File: src/rtl/uart_rx_frame_parser.sv
// Frame parser for the UART receive path: HDR0 HDR1 LEN PAYLOAD[LEN] CHK.
// A checked payload is buffered and then drained over a valid/ready byte port.
module uart_rx_frame_parser #(
  parameter logic [7:0]  HDR0        = 8'h55,
  parameter logic [7:0]  HDR1        = 8'hAA,
  parameter int unsigned MAX_LEN     = 16,
  parameter logic [15:0] TIMEOUT_CYC = 16'd8680
) (
  input  logic       clk,
  input  logic       rst_n,
  input  logic [7:0] rx_data,
  input  logic       rx_en,
  output logic [7:0] pl_data,
  output logic       pl_valid,
  input  logic       pl_ready,
  output logic       pl_last,
  output logic [7:0] frame_len,
  output logic       frame_ok,
  output logic       frame_err,
  output logic [1:0] err_code,
  output logic       busy
);

  localparam int unsigned IDX_W     = (MAX_LEN > 1) ? $clog2(MAX_LEN) : 1;
  localparam logic [7:0]  MAX_LEN_B = 8'(MAX_LEN);
  localparam logic [15:0] TMO_LAST  = TIMEOUT_CYC - 16'd1;

  typedef enum logic [2:0] {
    ST_IDLE  = 3'd0,
    ST_HDR   = 3'd1,
    ST_LEN   = 3'd2,
    ST_PAY   = 3'd3,
    ST_CHK   = 3'd4,
    ST_DRAIN = 3'd5
  } state_t;

  state_t           state_q;
  logic [7:0]       len_q;
  logic [7:0]       sum_q;
  logic [7:0]       idx_q;
  logic [7:0]       rd_idx_q;
  logic [15:0]      tmo_q;
  logic [7:0]       buf_q [MAX_LEN];
  logic [7:0]       pl_data_q;
  logic             pl_valid_q;
  logic             pl_last_q;
  logic [7:0]       frame_len_q;
  logic             frame_ok_q;
  logic             frame_err_q;
  logic [1:0]       err_code_q;
  logic             busy_q;

  logic [7:0]       rd_nxt_s;
  logic [7:0]       len_m1_s;
  logic             tmo_hit_s;
  logic [IDX_W-1:0] wr_ptr_s;
  logic [IDX_W-1:0] rd_ptr_nxt_s;

  // Running checksum is a plain modulo-256 byte sum seeded with LEN.
  function automatic logic [7:0] chk_add(input logic [7:0] sum, input logic [7:0] data);
    return sum + data;
  endfunction

  assign rd_nxt_s     = rd_idx_q + 8'd1;
  assign len_m1_s     = len_q - 8'd1;
  assign tmo_hit_s    = (tmo_q == TMO_LAST);
  assign wr_ptr_s     = idx_q[IDX_W-1:0];
  assign rd_ptr_nxt_s = rd_nxt_s[IDX_W-1:0];

  // Frame FSM, payload buffer, inter-byte timeout and all registered outputs.
  always_ff @(posedge clk or negedge rst_n) begin
    if (!rst_n) begin
      state_q     <= ST_IDLE;
      len_q       <= 8'd0;
      sum_q       <= 8'd0;
      idx_q       <= 8'd0;
      rd_idx_q    <= 8'd0;
      tmo_q       <= 16'd0;
      pl_data_q   <= 8'd0;
      pl_valid_q  <= 1'b0;
      pl_last_q   <= 1'b0;
      frame_len_q <= 8'd0;
      frame_ok_q  <= 1'b0;
      frame_err_q <= 1'b0;
      err_code_q  <= 2'd0;
      busy_q      <= 1'b0;
      for (int i = 0; i < int'(MAX_LEN); i++) begin
        buf_q[i] <= 8'd0;
      end
    end else begin
      frame_ok_q  <= 1'b0;
      frame_err_q <= 1'b0;
      case (state_q)
        ST_IDLE: begin
          tmo_q <= 16'd0;
          if (rx_en && (rx_data == HDR0)) begin
            state_q <= ST_HDR;
            busy_q  <= 1'b1;
          end
        end
        ST_HDR, ST_LEN, ST_PAY, ST_CHK: begin
          // Timeout takes priority over a byte arriving on the same cycle.
          if (tmo_hit_s) begin
            state_q     <= ST_IDLE;
            busy_q      <= 1'b0;
            tmo_q       <= 16'd0;
            frame_err_q <= 1'b1;
            err_code_q  <= 2'd3;
          end else if (rx_en) begin
            tmo_q <= 16'd0;
            case (state_q)
              ST_HDR: begin
                if (rx_data == HDR1) begin
                  state_q <= ST_LEN;
                end else if (rx_data != HDR0) begin
                  state_q <= ST_IDLE;
                  busy_q  <= 1'b0;
                end
              end
              ST_LEN: begin
                if ((rx_data == 8'd0) || (rx_data > MAX_LEN_B)) begin
                  state_q     <= ST_IDLE;
                  busy_q      <= 1'b0;
                  frame_err_q <= 1'b1;
                  err_code_q  <= 2'd1;
                end else begin
                  len_q   <= rx_data;
                  sum_q   <= rx_data;
                  idx_q   <= 8'd0;
                  state_q <= ST_PAY;
                end
              end
              ST_PAY: begin
                buf_q[wr_ptr_s] <= rx_data;
                sum_q           <= chk_add(sum_q, rx_data);
                if (idx_q == len_m1_s) begin
                  state_q <= ST_CHK;
                end else begin
                  idx_q <= idx_q + 8'd1;
                end
              end
              ST_CHK: begin
                if (rx_data == sum_q) begin
                  frame_ok_q  <= 1'b1;
                  frame_len_q <= len_q;
                  rd_idx_q    <= 8'd0;
                  pl_data_q   <= buf_q[{IDX_W{1'b0}}];
                  pl_last_q   <= (len_q == 8'd1);
                  pl_valid_q  <= 1'b1;
                  state_q     <= ST_DRAIN;
                end else begin
                  state_q     <= ST_IDLE;
                  busy_q      <= 1'b0;
                  frame_err_q <= 1'b1;
                  err_code_q  <= 2'd2;
                end
              end
              default: begin
                state_q <= ST_IDLE;
                busy_q  <= 1'b0;
              end
            endcase
          end else begin
            tmo_q <= tmo_q + 16'd1;
          end
        end
        ST_DRAIN: begin
          tmo_q <= 16'd0;
          // Bytes arriving while draining cannot be buffered; flag and drop them.
          if (rx_en) begin
            frame_err_q <= 1'b1;
            err_code_q  <= 2'd0;
          end
          if (pl_valid_q && pl_ready) begin
            if (pl_last_q) begin
              pl_valid_q <= 1'b0;
              pl_last_q  <= 1'b0;
              state_q    <= ST_IDLE;
              busy_q     <= 1'b0;
            end else begin
              rd_idx_q  <= rd_nxt_s;
              pl_data_q <= buf_q[rd_ptr_nxt_s];
              pl_last_q <= (rd_nxt_s == len_m1_s);
            end
          end
        end
        default: begin
          state_q    <= ST_IDLE;
          busy_q     <= 1'b0;
          pl_valid_q <= 1'b0;
          pl_last_q  <= 1'b0;
        end
      endcase
    end
  end

  assign pl_data   = pl_data_q;
  assign pl_valid  = pl_valid_q;
  assign pl_last   = pl_last_q;
  assign frame_len = frame_len_q;
  assign frame_ok  = frame_ok_q;
  assign frame_err = frame_err_q;
  assign err_code  = err_code_q;
  assign busy      = busy_q;

endmodule

File: config.mk
export PLATFORM = sky130hd
export DESIGN_NAME = uart_rx_frame_parser
export DESIGN_NICKNAME = d
export VERILOG_FILES = /design/src/rtl/uart_rx_frame_parser.sv
export SDC_FILE = /design/constraint.sdc
export NUM_CORES = 1
export LEC_CHECK = 0
export CAP_MARGIN = 20
export CELL_PAD_IN_SITES_DETAIL_PLACEMENT = 0
export CELL_PAD_IN_SITES_GLOBAL_PLACEMENT = 1
export CORE_MARGIN = 1.5
export CORE_UTILIZATION = 55
export CTS_CLUSTER_SIZE = 14
export DETAILED_ROUTE_END_ITERATION = 10
export PLACE_DENSITY = 0.88
export SLEW_MARGIN = 25
export SYNTH_ARGS = -nofsm -noshare
export SYNTH_HDL_FRONTEND = slang
export SYNTH_SLANG_ARGS = --single-unit
File: constraint.sdc
create_clock -name clk -period 5.5 [get_ports clk]
set_clock_uncertainty 0.1 [all_clocks]
set_input_delay 1.1 -clock clk [delete_from_list [all_inputs] [get_ports clk]]
set_output_delay 1.1 -clock clk [all_outputs]
set_load 0.02 [all_outputs]
# [Yosys cells after proc, flatten, opt, wreduce, memory -nomap -nowiden]
# Index checks and enable logic that the tools add are counted.
[totals] regBits=202 inputBits=12 output_inout_bits=23 wordCells=181
[classes] n_lt_le_gt_ge=4 n_mux=82 reduce_logical=22 n_eq_ne=33 n_addsub=5 n_bitwise=5
[ops] op="$mux W8" count=18
[ops] op="$bwmux W128" count=1
[ops] op="$pmux W8 S2" count=4
[ops] op="$bmux W8 S4" count=1
[ops] op="$demux W8 S4" count=1
[ops] op="$mux W16" count=2
[ops] op="$pmux W16 S2" count=1
[ops] op="$mux W1" count=29
[ops] op="$mux W3" count=9
[ops] op="$eq A8 B8 Y1" count=3
[ops] op="$ne A4 B4 Y1 const B" count=6
[ops] op="$reduce_and A6 Y1" count=4
[ops] op="$ne A2 B2 Y1 const B" count=11
[ops] op="$add A16 B1 Y16 const B" count=1
[ops] op="$add A8 B1 Y8 const B" count=2
[ops] op="$eq A16 B14 Y1 const B" count=1
[ops] op="$reduce_and A5 Y1" count=3
[ops] op="$reduce_and A7 Y1" count=2
[ops] op="$mux W2" count=6
[ops] op="$pmux W3 S4" count=1
[ops] op="$ge A5 B5 Y1 const B" count=2
[ops] op="$not A4 Y5" count=2
[ops] op="$pmux W1 S3" count=3
[ops] op="$pmux W3 S3" count=1
[ops] op="26 further kinds" count=37

# [Logic depth before layout (Yosys ltp)]
[logic_depth] ltp_word=8 ltp_mapped=9 depth_no_buf=9

# [Worst setup path before layout]
# No wires, ideal clock.
[synth_path] kind="input to register" from="input rx_data[5]" to="register rd_idx_q[5]" setup_ns=0.095 path_stages=8 slack_ns=2.153 t_required_ns=5.305 path_buffers=1 t_arrival_ns=3.152 path_cell_list="ha_1 nor4_1 nand3_1 o41a_4 a211o_4 or2_0 buf_2 o31ai_1"
[synth_via] elab_chain_len=3
[synth_rtl] element="from (decl)" line="11" rtl="input logic [7:0] rx_data,"
[synth_rtl] element="$eq A8 B8 Y1" line="143" rtl="if (rx_data == sum_q) begin"
[synth_rtl] element="$ne A2 B2 Y1 (no source line)"
[synth_rtl] element="$reduce_and A7 Y1 (no source line)"
[synth_rtl] element="to (signal assigned)" line="181" rtl="rd_idx_q <= rd_nxt_s;"
[synth_rtl] element="to (decl)" line="41" rtl="logic [7:0] rd_idx_q;"
# Every way passes these cells.
# A chain may end at the register's enable or synchronous reset.

# [Final worst setup path]
[layout_path] from="input rx_data[5]" to="register rd_idx_q[6]"
# Same word-level chain as after synthesis.

==> reports/metrics.yaml <==
antenna_left: 0
synth_area_per_cell_um2: 12.4
coreArea_mm2: 0.0186
io_buffer_count: 34
netlist_area_mm2: 0.0104
hold_viol_final: 0
setup_tns_ps: 0
reg2regPathDepth: 7
holdPathStages: 2
syn-instance-count: 839
ys_seq_area_frac: 0.487
grt_max_degree: 121
gp_congestion: 0.878
cts_sinks: 202
cp.required_ps: 5800
grt_use_total: 0.271
crit_arrival_ps: 4220
reg2reg_from: "tmo_q[0]$_DFFE_PN0P_"
finalMaxSlewViolations: 0
finalInstanceArea_mm2: 0.0118
yosysUniqueCellTypes: 65
grt_overflow: 0
fin_util: 0.633
nFillCells: 1402
die_w_um: 140
clock_path_buffers: 3
worstMarginPinSlew_ps: 996
synth-seq-cells: 202
cts_resized: 0
fin_crit_sh: 0.714
holdBufCountCts: 0
r2r_slack_ps: 2050
ys.flop_type: "dfrtp_1"
clock.fmax_mhz: 255
reg2reg_to: "buf_q[33]$_DFFE_PN0P_"
p_leak_nw: 5.39
clk_latency_ps: 520
path_class: "input port to flop"
worst_hold_path_type: "flop to flop"
layout_min_cycle_time_ps: 3930
syn2layout_area_growth_pct: 13.2
dr.pass1.iters: 5
cts_tree: "yes"
die_area_mm2: 0.0197
htree_levels: 1
rsz0062_at_grt: "false"
start_util: 0.559
boundaryPins: 35
vias: 6979
wire_per_inst_um: 23.0
drt_wl_total_mm: 25.5
worstHoldStart: "buf_q[89]$_DFFE_PN0P_"
ir_worst_vdd_v: 0.000299
cts_made_buffers: 22
place_hpwl_mm: 17.0
placed_cell_area_mm2: 0.0109
outcome: "complete, no violations"
syn_nets: 867
max_slew_margin: 0.336
grt_pass1_vias: 7243
yosysWarnings: 0
drive_gt1_frac: 0.277
viasPerCell: 6.28
final_cells: 1112
synth.area.top_cells: "dfrtp_1, mux2_2, mux4_2"
row_count: 50
nNetsFinal: 891
clk_pin_slew_ps: 60
antenna_found_initial: 0
setup_viol: 0
cts-root-buf: "clkbuf_16"
async_flop_share: 1.00
powerDensity_mw_per_mm2: 299
synth_edf_count: 0
power.total_w: 0.00352
chipHeight_um: 140
post_cts_buffers: 0
grt_first_pass_wirelength_mm: 40.8
min_to: "buf_q[89]$_DFFE_PN0P_"
drc: 0
maxCapViolations: 0
end_kind: "flop"
drtIter0Drc: 540
num_antenna_cells: 0
path_max_fanout: 27
yosys.area.top_type: "dfrtp_1"
cp-start-kind: "input port"
dp_cells: 1073
synthDominantCellAreaShare: 0.487
[per-layer routing]
metal / GRT usage / up-vias / share of wire
met2: 0.441 / 200 / 0.48
met3: 0.0366 / 67 / 0.040
met4: 0.127 / 0 / 0.048
li1: - / 3126 / -
met1: 0.365 / 3586 / 0.43
met5: 0 / - / 0
[layout by cell type (no fill, tap or decap), types with 6 or more instances in the layout]
master	netlist	final
a21oi_1	14	14
and2_1	11	11
xnor2_1	23	22
o21ai_0	45	45
nor2_1	36	36
nand2b_1	9	9
ha_1	15	14
mux2_2	136	136
clkdlybuf4s50_1	0	33
nand4_1	16	16
o22ai_1	7	7
mux2i_1	18	18
xor2_1	12	12
nand2_1	70	70
nand3_1	21	21
clkbuf_8	0	6
dfrtp_1	202	201
clkbuf_16	0	22
nor4_1	8	8
buf_4	0	13
mux4_2	40	40
inv_1	17	17
o31ai_1	9	9
and3_1	8	8
nor3_1	9	9
[logic make-up (layout without fill, tap and decap cells)]
logic type                 count (synthesis)  count (layout)  share of synthesized area
and+or+nand+nor                          217             217                      0.111
DFF                                      202             202                      0.487
muxes                                    194             194                      0.252
AOI/OAI and AO/OA                        106             106                     0.0665
buffers and inverters                     65             104                     0.0263
xor gates and xnor gates                  39              39                     0.0377
adders and majority gates                 16              16                     0.0200
[worst max-delay path by stage]
| stage | depth (start not counted) | from | end |
|---|---|---|---|
| floorplan | 8 | rx_data[5] | rd_idx_q[5]$_DFFE_PN0P_ |
| global placement | 9 | rx_data[5] | rd_idx_q[7]$_DFFE_PN0P_ |
| detailed placement | 7 | rx_data[7] | idx_q[4]$_DFFE_PN0P_ |
| CTS | 7 | rx_data[7] | idx_q[6]$_DFFE_PN0P_ |
| global route | 9 | rx_data[5] | rd_idx_q[6]$_DFFE_PN0P_ |
| finish | 9 | rx_data[5] | rd_idx_q[6]$_DFFE_PN0P_ |
[area by class of cell]
type                    instances  area, um^2  area share
multi-input cells             572        5080       0.433
flip-flops and latches        202        5060       0.430
well taps                     234         293      0.0249
clock buffers                  32         648      0.0551
clock inverters                 7         160      0.0136
inverters                      18        67.6     0.00575
repair buffers                 47         443      0.0377
[state kept, by name (all words and copies together), names as in the netlist]
name,flops
buf_q,128
busy,1
err_code,2
frame_err,1
frame_len,8
frame_ok,1
idx_q,8
len_q,8
pl_data,8
pl_last,1
pl_valid,1
rd_idx_q,8
state_q,3
sum_q,8
tmo_q,16
[worst max-delay path: stages]
cell and delay [ps]:
clkdlybuf4s50_1 450, buf_4 240, ha_1 320, nor4_1 290
nand3_1 250, o41a_4 510, a211o_4 420, or2_0 340
o31ai_1 280
[stage by stage]
step	hold WS (ps)	setup WS, ps
2_1_floorplan	345	2150
3_3_place_gp	358	1210
4_1_cts	384	1510
6_report	385	1570
5_1_grt	404	1410
3_5_place_dp	370	999
[synth_stat cells (7+ instances only)]
| library cell | count |
|---|---|
| and2_1 | 11 |
| a21oi_1 | 14 |
| dfrtp_1 | 202 |
| and3_1 | 8 |
| nand3_1 | 21 |
| xor2_1 | 12 |
| nor2_1 | 36 |
| mux2i_1 | 18 |
| nand2_1 | 70 |
| nor4_1 | 8 |
| inv_1 | 17 |
| nand2b_1 | 9 |
| o31ai_1 | 9 |
| mux2_2 | 136 |
| nand4_1 | 16 |
| ha_1 | 15 |
| mux4_2 | 40 |
| o21ai_0 | 45 |
| xnor2_1 | 23 |
| nor3_1 | 9 |
| o22ai_1 | 7 |
| clkbuf_1 | 36 |
[where the power goes]
| group | internal [W] | switching, W |
|---|---|---|
| Clock | 0.00101 | 0.000608 |
| Combinational | 0.000128 | 0.000213 |
| Sequential | 0.00152 | 0.0000406 |
Note: power is estimated with default switching activity, not from simulation.
